[config.mk]
export PLATFORM = sky130hd
export DESIGN_NAME = ddr4_cmd_scheduler
export DESIGN_NICKNAME = d
export VERILOG_FILES = /design/src/rtl/ddr4_pkg.sv /design/src/rtl/ddr4_rr_arbiter.sv /design/src/rtl/ddr4_cmd_scheduler.sv
export SDC_FILE = /design/constraint.sdc
export NUM_CORES = 1
export LEC_CHECK = 0
export CAP_MARGIN = 20
export CORE_ASPECT_RATIO = 0.75
export CORE_MARGIN = 1.5
export CORE_UTILIZATION = 45
export DETAILED_ROUTE_END_ITERATION = 16
export PLACE_DENSITY = 0.75
export SYNTH_ARGS = -nofsm -noshare
export SYNTH_HDL_FRONTEND = slang
export SYNTH_SLANG_ARGS = --single-unit
export TNS_END_PERCENT = 20
[constraint.sdc]
create_clock -name clk -period 9.3 [get_ports clk]
set_clock_uncertainty 0.05 [all_clocks]
set_input_delay 1.86 -clock clk [delete_from_list [all_inputs] [get_ports clk]]
set_output_delay 1.86 -clock clk [all_outputs]
set_load 0.02 [all_outputs]
[src/rtl/ddr4_pkg.sv]
// ddr4_pkg: shared state, command encodings and address split for the DDR4 scheduler
package ddr4_pkg;
   typedef enum logic [3:0] {
      S_INIT, S_IDLE, S_ACT, S_RCD_WAIT, S_RW, S_CAS_WAIT, S_PRE, S_RP_WAIT, S_REF, S_RFC_WAIT
   } state_t;
   typedef logic [3:0] cmd_t;
   localparam cmd_t CMD_DES = 4'b1111;
   localparam cmd_t CMD_NOP = 4'b0111;
   localparam cmd_t CMD_ACT = 4'b0011;
   localparam cmd_t CMD_RD  = 4'b0101;
   localparam cmd_t CMD_WR  = 4'b0100;
   localparam cmd_t CMD_PRE = 4'b0010;
   localparam cmd_t CMD_REF = 4'b0001;
   localparam int COL_BITS = 10;
   function automatic logic [31:0] row_addr(input logic [31:0] a);
      return {{COL_BITS{1'b0}}, a[31:COL_BITS]};
   endfunction
   function automatic logic [31:0] col_addr(input logic [31:0] a);
      return {{(32 - COL_BITS){1'b0}}, a[COL_BITS-1:0]};
   endfunction
endpackage

[src/rtl/ddr4_rr_arbiter.sv]
// ddr4_rr_arbiter: 2-way round-robin, the requester not granted last wins a tie
module ddr4_rr_arbiter (
   input  logic [1:0] req,
   input  logic       enable,
   input  logic       last_grant,
   output logic [1:0] grant
);
   assign grant = !enable ? 2'b00 : (&req) ? (last_grant ? 2'b01 : 2'b10) : req;
endmodule

[src/rtl/ddr4_cmd_scheduler.sv]
// ddr4_cmd_scheduler: closed-page ACT/RW/PRE sequencer for two requesters with
// power-up CKE sequencing and periodic auto-refresh on a shared DFI command path
module ddr4_cmd_scheduler
   import ddr4_pkg::*;
#(
   parameter int T_INIT = 8,
   parameter int T_RCD  = 4,
   parameter int T_CAS  = 6,
   parameter int T_RP   = 4,
   parameter int T_RFC  = 16,
   parameter int T_REFI = 200
) (
   input  logic        clk,
   input  logic        reset,
   input  logic [1:0]  req_valid,
   input  logic [1:0]  req_we,
   input  logic [31:0] req_addr0,
   input  logic [31:0] req_addr1,
   input  logic [15:0] req_wdata0,
   input  logic [15:0] req_wdata1,
   output logic [1:0]  req_ready,
   output logic [1:0]  req_done,
   output logic        init_done,
   output logic        cs_n,
   output logic        ras_n,
   output logic        cas_n,
   output logic        we_n,
   output logic        cke,
   output logic [31:0] addr,
   output logic [15:0] data_out,
   output logic        wrdata_mask
);
   state_t      state;
   cmd_t        cmd;
   logic [15:0] cnt;
   logic [15:0] refi_cnt;
   logic        ref_pending;
   logic        last_grant;
   logic        we_q;
   logic [31:0] addr_q;
   logic [15:0] wdata_q;
   logic [1:0]  grant;

   ddr4_rr_arbiter u_arb (
      .req        (req_valid),
      .enable     (state == S_IDLE && !ref_pending),
      .last_grant (last_grant),
      .grant      (grant)
   );

   assign req_ready = grant;
   assign {cs_n, ras_n, cas_n, we_n} = cmd;

   // Outputs are loaded on entry to each state, so the registered pins show the
   // command of the state being occupied; waits hold cnt = remaining cycles - 1.
   always_ff @(posedge clk or negedge reset) begin
      if (!reset) begin
         state       <= S_INIT;
         cmd         <= CMD_DES;
         cnt         <= '0;
         refi_cnt    <= '0;
         ref_pending <= 1'b0;
         last_grant  <= 1'b1;
         we_q        <= 1'b0;
         addr_q      <= '0;
         wdata_q     <= '0;
         cke         <= 1'b0;
         init_done   <= 1'b0;
         addr        <= '0;
         data_out    <= '0;
         wrdata_mask <= 1'b1;
         req_done    <= 2'b00;
      end else begin
         req_done <= 2'b00;
         case (state)
            S_INIT: begin
               if (cnt == 16'(T_INIT - 1)) begin
                  state     <= S_IDLE;
                  cmd       <= CMD_NOP;
                  cke       <= 1'b1;
                  init_done <= 1'b1;
                  refi_cnt  <= 16'(T_REFI - 1);
               end else cnt <= cnt + 16'd1;
            end
            S_IDLE: begin
               if (ref_pending) begin
                  state       <= S_REF;
                  cmd         <= CMD_REF;
                  ref_pending <= 1'b0;
               end else if (|grant) begin
                  state      <= S_ACT;
                  cmd        <= CMD_ACT;
                  last_grant <= grant[1];
                  we_q       <= req_we[grant[1]];
                  addr_q     <= grant[1] ? req_addr1 : req_addr0;
                  wdata_q    <= grant[1] ? req_wdata1 : req_wdata0;
                  addr       <= row_addr(grant[1] ? req_addr1 : req_addr0);
               end
            end
            S_ACT: begin
               state <= S_RCD_WAIT;
               cmd   <= CMD_NOP;
               addr  <= '0;
               cnt   <= 16'(T_RCD - 2);
            end
            S_RCD_WAIT: begin
               if (cnt == '0) begin
                  state       <= S_RW;
                  cmd         <= we_q ? CMD_WR : CMD_RD;
                  addr        <= col_addr(addr_q);
                  data_out    <= we_q ? wdata_q : '0;
                  wrdata_mask <= !we_q;
               end else cnt <= cnt - 16'd1;
            end
            S_RW: begin
               state <= S_CAS_WAIT;
               cmd   <= CMD_NOP;
               addr  <= '0;
               cnt   <= 16'(T_CAS - 2);
            end
            S_CAS_WAIT: begin
               if (cnt == '0) begin
                  state       <= S_PRE;
                  cmd         <= CMD_PRE;
                  data_out    <= '0;
                  wrdata_mask <= 1'b1;
                  req_done    <= last_grant ? 2'b10 : 2'b01;
               end else cnt <= cnt - 16'd1;
            end
            S_PRE: begin
               state <= S_RP_WAIT;
               cmd   <= CMD_NOP;
               cnt   <= 16'(T_RP - 2);
            end
            S_RP_WAIT: begin
               if (cnt == '0) state <= S_IDLE;
               else cnt <= cnt - 16'd1;
            end
            S_REF: begin
               state <= S_RFC_WAIT;
               cmd   <= CMD_NOP;
               cnt   <= 16'(T_RFC - 2);
            end
            S_RFC_WAIT: begin
               if (cnt == '0) state <= S_IDLE;
               else cnt <= cnt - 16'd1;
            end
            default: state <= S_INIT;
         endcase
         // A new expiry wins over the clear, so one landing on the REF edge stays pending.
         if (state != S_INIT) begin
            if (refi_cnt == '0) begin
               refi_cnt    <= 16'(T_REFI - 1);
               ref_pending <= 1'b1;
            end else refi_cnt <= refi_cnt - 16'd1;
         end
      end
   end
endmodule
# ---- Word level (Yosys, flattened, before mapping)
# Index checks and enable logic that the tools add are counted.
dict set report totals {
  register_bits 121
  elab_cells 111
}
dict set report op_classes {
  n_lt_le_gt_ge 1
  mux 45
  bitwise 1
  add_sub_neg 3
  n_reduce_logical 28
  n_eq_ne 19
}
# operator n
set op_table {}
lappend op_table {{two-way mux 16 bit} 10}
lappend op_table {{two-way mux 32 bit} 4}
lappend op_table {{one-hot mux 32 bit (3 select lines)} 1}
lappend op_table {{one-hot mux 16 bit (5 select lines)} 1}
lappend op_table {{two-way mux 4 bit} 11}
lappend op_table {{one-hot mux 4 bit (9 select lines)} 1}
lappend op_table {{logical NOT 16 bit} 2}
lappend op_table {{one-hot mux 16 bit (2 select lines)} 1}
lappend op_table {{subtractor 16 x 1 -> 16 bit (second input constant)} 2}
lappend op_table {{one-hot mux 4 bit (5 select lines)} 1}
lappend op_table {{adder 16 x 1 -> 16 bit (second input constant)} 1}
lappend op_table {{equality test 16 x 3 -> 1 bit (second input constant)} 1}
lappend op_table {{equality test 4 x 3 -> 1 bit (second input constant)} 4}
lappend op_table {{two-way mux 2 bit} 6}
lappend op_table {{inequality test 2 bit (second input constant)} 6}
lappend op_table {{AND reduction 5 bit} 2}
lappend op_table {{nonzero test 5 bit} 2}
lappend op_table {{AND reduction 3 bit} 3}
lappend op_table {{equality test 4 x 2 -> 1 bit (second input constant)} 2}
lappend op_table {{equality test 4 bit (second input constant)} 2}
lappend op_table {{two-way mux 1 bit} 8}
lappend op_table {{OR reduction 2 bit} 4}
lappend op_table {{OR reduction 4 bit} 2}
lappend op_table {{AND reduction 2 bit} 3}
lappend op_table {{13 further kinds} 17}

# ---- Depth between registers and ports, before layout
# Gate-level depths: netlist of the first run.
dict set report depth {
  ltp_word 7
  ltp_mapped 12
}

# ---- Cells and area by module
# Synthesis of the first run repeated with hierarchy kept, for this count alone.
dict set report unflattened {
  cells_unflattened 636
  hier_area_um2 6083.3
}
# mod cells_per_inst area_each_um2 n_inst
set modules_own_cells {}
lappend modules_own_cells {ddr4_cmd_scheduler 631 6062.1 1}
lappend modules_own_cells {ddr4_rr_arbiter 5 21.3 1}

# ---- Worst setup path after synthesis of the first run
# No wires, ideal clock.
dict set report synth_timing {
  path_type {input-to-output}
  startpoint {in req_valid[1]}
  endpoint {out req_ready[1]}
  arrival_time_ns 2.829
  slack_ns 4.561
  required_ns 7.390
  stages 6
  path_buffers 3
  cell_sequence {nand4_1 > a21o_1 > buf_2 > buf_2 > buf_2 > inv_1}
}
dict set report synth_via {
  elab_chain_len 3
}
# element line_no
set synth_lines {}
lappend synth_lines {{start, declared} ddr4_cmd_scheduler.sv:15} ;# input logic [1:0] req_valid,
lappend synth_lines {{AND reduction 2 bit} ddr4_rr_arbiter.sv:8} ;# assign grant = !enable ? 2'b00 : (&req) ? (last_grant ? 2'b01 : 2'b10) : req;
lappend synth_lines {{two-way mux 2 bit * (2 in series)} ddr4_rr_arbiter.sv:8}
lappend synth_lines {{end, declared} ddr4_cmd_scheduler.sv:21} ;# output logic [1:0] req_ready,
# Mark *: on every way between the ends. The rest lies on a longest branch, timed or not.

# ---- Worst setup path after layout of the first run
# Ends and elaborated chain as after synthesis.

==> results of run 1 <==
-- cells in the mapped netlist, types with 3 or more instances --
master / count / area (µm²)
nand2_1: 80 / 300
o211ai_1: 4 / 30.0
a21boi_0: 3 / 22.5
clkbuf_1: 22 / 82.6
xor2_1: 7 / 61.3
a21oi_1: 34 / 170
inv_1: 29 / 109
buf_4: 12 / 90.1
xnor2_1: 5 / 43.8
or2_2: 3 / 18.8
o21ai_0: 76 / 380
o21ai_1: 10 / 50.1
nor4_1: 5 / 31.3
nor2b_1: 4 / 25.0
a32o_1: 4 / 40.0
mux2_2: 12 / 135
nor3_1: 11 / 55.1
buf_2: 10 / 50.1
or3_1: 4 / 25.0
a22o_1: 10 / 87.6
dfstp_2: 6 / 158
ha_1: 19 / 238
nand3_1: 27 / 135
nor2_1: 34 / 128
o21a_1: 4 / 30.0
mux2i_1: 50 / 500
o31ai_1: 18 / 135
and3_1: 5 / 31.3
dfrtp_1: 105 / 2630
a21o_1: 6 / 45.0
-- worst register-to-register path, cell delays in order (launching register included) --
cell and delay [ns]:
dfrtp_1 0.69, inv_1 0.20, or3_1 0.52, inv_1 0.49, ha_1 0.39, nor2b_1 0.16
o31ai_1 0.53, a21boi_0 0.34, a221oi_1 0.36, xnor2_1 0.11, a22o_1 0.18
-- final cells by class --
cell class | instances | share of cell area
multi-input cells | 477 | 0.381
well taps | 171 | 0.0265
repair buffers | 158 | 0.195
flip-flops and latches | 111 | 0.345
inverters | 29 | 0.0135
clock buffers | 9 | 0.0279
clock inverters | 7 | 0.0110
-- registers in the layout (all words and copies together) (netlist names) --
| signal | count |
|---|---|
| addr | 22 |
| addr_q | 10 |
| cke | 1 |
| cmd | 4 |
| cnt | 16 |
| data_out | 16 |
| last_grant | 1 |
| ref_pending | 1 |
| refi_cnt | 16 |
| req_done | 2 |
| state | 4 |
| wdata_q | 16 |
| we_q | 1 |
| wrdata_mask | 1 |
-- kinds of logic (layout without fill, tap and decap cells) --
kind of cell               after synthesis  count (layout)
and+or+nand+nor                        186             186
DFF                                    111             111
muxes                                   62              62
AOI/OAI and AO/OA                      187             187
adders and majority gates               20              20
other                                    1              10
xor gates and xnor gates                12              12
buffers and inverters                   73             203
-- path summary, 6_finish.rpt --
kind / to / start
worst min-delay path: cmd[1] / cmd[1]
worst max-delay path: req_ready[1] / req_valid[1]
worst min register to register: cmd[1] / cmd[1]
worst max register to register: cnt[14] / state[0]
max in group asynchronous: refi_cnt[1] / reset
min in group asynchronous: addr[6] / reset
-- metal layers --
| metal | up-vias | routed length (µm) |
|---|---|---|
| met2 | 194 | 7510 |
| met4 | 0 | 259 |
| met5 | - | 0 |
| li1 | 2571 | - |
| met3 | 24 | 1010 |
| met1 | 2578 | 7380 |
-- metrics by stage --
step	hold WS, ns	area, µm²
floorplan	0.390	6170
global placement	0.408	7720
detailed placement	0.410	7720
CTS	0.430	8040
global route	0.441	8060
finish	0.423	8060
-- power by group through the flow --
stage                     Sequential, mW  Clock (mW)  Combinational, mW
final                              0.849       0.406               1.60
after global routing               0.879       0.431               1.77
after floorplan                    0.872           0               1.08
after global placement             0.841           0               1.51
after detailed placement           0.852           0               1.57
after CTS                          0.846       0.410               1.58
==> results.md, run 1 <==
* Final Hold Fails at 0
* Synthesized instance count at ~650
* Buf+Inv Stages, Crit Path at 3
* Period minus WS final at 5.66 ns
* Port bufs at 150
* Detail Placement HPWL at about 12000 µm
* Antenna violations before repair at 0
* CTS tree: built
* Crit-path most repeated cell: clkdlybuf4s50_1
* Asr flop ratio synth at 1.00
* Met3 Use GR at 0.0400
* Ant. Diodes at 0
* # placed instances at between 900 and 1000
* Area delta synth->final at 31.5%
* Top delay family on crit path: buffers and inverters
* Multi-input gate area at a little over 3000 µm²
* Comb pwr share at 0.560
* Clock slew at reported path FFs at about 0.070 ns
* Worst-path maximum fanout at 15
* Synth Area in Compound Gates at 0.187
* Die height at 104 µm
* # fillers at 1080
* Clock share of power at 0.142
* Pwr dens at ~350 nW/µm²
* Main combinational cell family by area after synthesis: compound AO/OA/AOI/OAI gates
* Delay of the slowest critical-path stage at 0.61 ns
* Pin count of the biggest net entering global routing at between 70 and 80
* Peak VDD IR at roughly 170 µV
* Finished Layout Cells at roughly 960
* First-pass GRT wire length at around 26000 µm
* Via count at about 5400
* Die W at 138 µm
* Post-Synth XOR/XNOR Area at 0.0171
* Achievable Freq at ~180 MHz
* Row count at 36
* Switching Share at 0.440
* Total Routing Usage GR at 0.232
* Post-synthesis instance area at 6130 µm²
* Via density at approximately 5.6
* IO Pins at approximately 160
* Setup tns final at 0 ns
* Initial Util at 0.466
* Reg area at 2790 µm²
* Gr ovfl total at 0
* PostCTS Resize Cnt at 0
* M1 GR Usage at 0.328
* DRT iter0 DRCs at between 400 and 500
* Register area share after synthesis at 0.454
* Crit path setup slack, layout at 3.64 ns
* Synth Area per Inst at between 9 and 10 µm²
* Nets at between 900 and 1000
* Yosys warns at 0
* Status: finished, final reports clean
* Die area at between 10000 and 15000 µm²
* Ys flop type: dfrtp_1
* Final Core Density at 0.613
* R2R cell count at 10
* DRT antenna net count at 0
* Number of synthesized flops with an enable pin at 0
* Num CTS Buffers at 9
* Max-Cap Viols at 0
* Vias in the first global route at between 5000 and 6000
* CORE AREA at 13200 µm²
* Data required, critical path at around 7.4 ns
* Pwr Total at ~2.9 mW
* Synth Area in Adders at 0.0420
* Most frequent cells in the layout: 149 x clkdlybuf4s50_1, 105 x dfrtp_1, 80 x nand2_1
* Total routed wirelength at 16200 µm
* H-tree levels at 3
* Avg WL per Cell at 16.8 µm
* Drc violations at 0
* Share of post-route cells with drive strength above 1 at 0.0683
* NetSw at 1.25 mW
* Final setup fails at 0
* Hold Path Cell Cnt at 2
* GRT busiest layer: met2
* Int Power at 1.60 mW
* Reg-to-reg slack, setup at 5.18 ns
* GPL Wtd Cong at a little under 0.9
* Flop pwr share at 0.298
* Met2 Use GR at 0.370
* TritonCTS Sinks at roughly 110
* Synth cell types at 54
* Slew @ Worst Pin at 0.993 ns
* Drt pass-1 iters at 6
* Yosys reg bits at 111
* Critical Path Stages at 5
* Period utilization at 0.608
* Setup crit end kind: output port
* Tightest Hold Check Type: reg -> reg
* Setup crit start kind: input port
* Relative slew slack at 0.331
* CP arrival at between 3 and 4 ns
* CTS Hold Bufs at 0
* CTS root buffer: clkbuf_16
* Postcts setup bufs at 0
* CTS max path bufs at 2
* Area share of and/or/nand/nor cells after synthesis at 0.141
* Max Slew Vio Count at 0
* Mux cell area share after synthesis at 0.104
* Worst-path cell chain: clkdlybuf4s50_1, nand4_1, a21o_2, inv_1, clkdlybuf4s50_1
* Commonest non-fill, non-tap cell in the layout: clkdlybuf4s50_1
* Crit-path slowest cell: clkdlybuf4s50_1
* RSZ-0062 raised after global routing: false
* LEAKAGE at approximately 3.7 nW
* Post-placement worst setup slack at 3.66 ns
* Later-pin clock latency in the skew report at roughly 0.35 ns
* Critical path class: in -> out
Power figures use the tool's default switching activity.
==> run 2, diff against run 1 <==
==> constraint.sdc (replaced) <==
create_clock -name clk -period 5.6 [get_ports clk]
set_clock_uncertainty 0.05 [all_clocks]
set_input_delay 1.12 -clock clk [delete_from_list [all_inputs] [get_ports clk]]
set_output_delay 1.12 -clock clk [all_outputs]
set_load 0.02 [all_outputs]
==> results.md, run 2 (synthesis gave the netlist of run 1 again) <==
* Largest Register: addr
* Commonest non-fill, non-tap cell in the layout: clkdlybuf4s50_1
* Reg area at 2790 µm² (unchanged)
* Detail Placement HPWL at 11600 µm (-3.0%)
* DRT antenna net count at 0 (unchanged)
* GPL Wtd Cong at 0.873 (-0.14%)
* Total routed wirelength at 15700 µm (-2.8%)
* Ant. Diodes at 0 (unchanged)
* Setup crit end kind: output port
* H-tree levels at 3 (unchanged)
* Tightest Hold Check Type: reg -> reg
* Multi-input gate area at 3070 µm² (unchanged)
* Final setup fails at 0 (unchanged)
* TritonCTS Sinks at 111 (unchanged)
* Pin count of the biggest net entering global routing at 68 (-12%)
* Largest register FFs at 22 (unchanged)
* Postcts setup bufs at 0 (unchanged)
* Initial Util at 0.466 (unchanged)
* # fillers at 1121 (+3.8%)
* LEAKAGE at 3.73 nW (+0.17%)
* Die area at 14300 µm² (unchanged)
* Num CTS Buffers at 9 (unchanged)
* Gr ovfl total at 0 (unchanged)
* Avg WL per Cell at 16.3 µm (-2.8%)
* IO Pins at 161 (unchanged)
* Delay of the slowest critical-path stage at 0.59 ns (-0.02 ns)
* Via count at 5350 (-0.32%)
* Drc violations at 0 (unchanged)
* CORE AREA at 13200 µm² (unchanged)
* Max Slew Vio Count at 0 (unchanged)
* Slew @ Worst Pin at 1.03 ns (+0.0389 ns)
* Finished Layout Cells at 962 (unchanged)
* Relative slew slack at 0.310 (-0.0213)
* PostCTS Resize Cnt at 0 (unchanged)
* Peak VDD IR at 286 µV (+71%)
* Clock slew at reported path FFs at 0.07 ns (about the same)
* Drt pass-1 iters at 7 (+1)
* Setup crit start kind: input port
* Pwr Total at 4.76 mW (+67%)
* Setup tns final at 0 ns (unchanged)
* Later-pin clock latency in the skew report at 0.35 ns (about the same)
* Final hold slack at 0.423 ns (-0.000345 ns)
* Vias in the first global route at 5134 (-2.0%)
* Worst-path maximum fanout at 4 (-11)
* Reg-to-reg slack, setup at 1.69 ns (-3.49 ns)
* Achievable Freq at around 250 MHz
* # placed instances at 944 (unchanged)
* Port bufs at 150 (unchanged)
* Row count at 36 (unchanged)
* Crit-path most repeated cell: clkdlybuf4s50_1
* Area delta synth->final at 31.9%
* Most frequent cells in the layout: 149 x clkdlybuf4s50_1, 105 x dfrtp_1, 80 x nand2_1
* Period utilization at 0.705
* Pwr dens at 588 nW/µm² (+66%)
* CTS Hold Bufs at 0 (unchanged)
* Final Hold Fails at 0 (unchanged)
* CTS root buffer: clkbuf_16
* Antenna violations before repair at 0 (unchanged)
* RSZ-0062 raised after global routing: false
* Nets at 908 (unchanged)
* Critical path class: in -> out
* Die W at 138 µm (unchanged)
* Die height at 104 µm (unchanged)
* CP arrival at 2.78 ns (-0.97 ns)
* Period minus WS final at just under 4 ns
* DRT iter0 DRCs at 280 (-40%)
* Crit-path slowest cell: clkdlybuf4s50_1
* CTS tree: built
* Worst-path cell chain: clkdlybuf4s50_1, nand4_1, a21o_2, inv_1, clkdlybuf4s50_1
* Total Routing Usage GR at 0.222 (-0.0103)
* Share of post-route cells with drive strength above 1 at 0.0683 (unchanged)
* Data required, critical path at 4.43 ns (-2.96 ns)
* Via density at 5.56 (-0.32%)
* CTS max path bufs at 2 (unchanged)
* First-pass GRT wire length at 25300 µm (-4.5%)
* Max-Cap Viols at 0 (unchanged)
* Status: finished, final reports clean
==> run 2: path summary, 6_finish.rpt <==
path                              start      endpoint  depth (start not counted)
min in group asynchronous         reset        cnt[9]                          1
min                              cmd[1]        cmd[1]                          2
max in group asynchronous         reset        cnt[1]                          2
max reg2reg                    state[0]       cnt[14]                         10
max                        req_valid[1]  req_ready[1]                          5
min reg2reg                      cmd[1]        cmd[1]                          2
==> run 2: power by group <==
group          leakage, nW  switching [mW]  internal, mW
Sequential            1.40           0.263          1.14
Clock                0.161           0.304         0.402
Combinational         2.16            1.49          1.15
==> run 2: stage by stage <==
step | setup slack (ns) | utilization | area, µm²
after floorplan | 2.31 | - | 6170
after global placement | 1.66 | 0.587 | 7720
after detailed placement | 1.66 | 0.587 | 7720
after CTS | 1.65 | 0.613 | 8060
after global routing | 1.39 | 0.615 | 8090
final | 1.65 | 0.615 | 8090
==> run 2: layout make-up <==
type / count / share of cell area
clock inverter: 7 / 0.0139
inverter: 29 / 0.0135
tap: 171 / 0.0265
multi-input combinational: 477 / 0.380
sequential: 111 / 0.344
clock buffer: 9 / 0.0278
timing repair buffer: 158 / 0.194
==> run 2: per-layer routing <==
| layer | vias up | share of wire | track usage |
|---|---|---|---|
| met5 | - | 0 | 0 |
| met4 | 0 | 0.010 | 0.0506 |
| met3 | 14 | 0.064 | 0.0458 |
| met2 | 182 | 0.47 | 0.360 |
| met1 | 2582 | 0.46 | 0.306 |
| li1 | 2572 | - | - |
==> run 2: critical path, delay by kind of cell <==
| family | cells | cell delay (ns) |
|---|---|---|
| AOI/OAI and AO/OA | 1 | 0.28 |
| buffers and inverters | 3 | 1.23 |
| and+or+nand+nor | 1 | 0.14 |
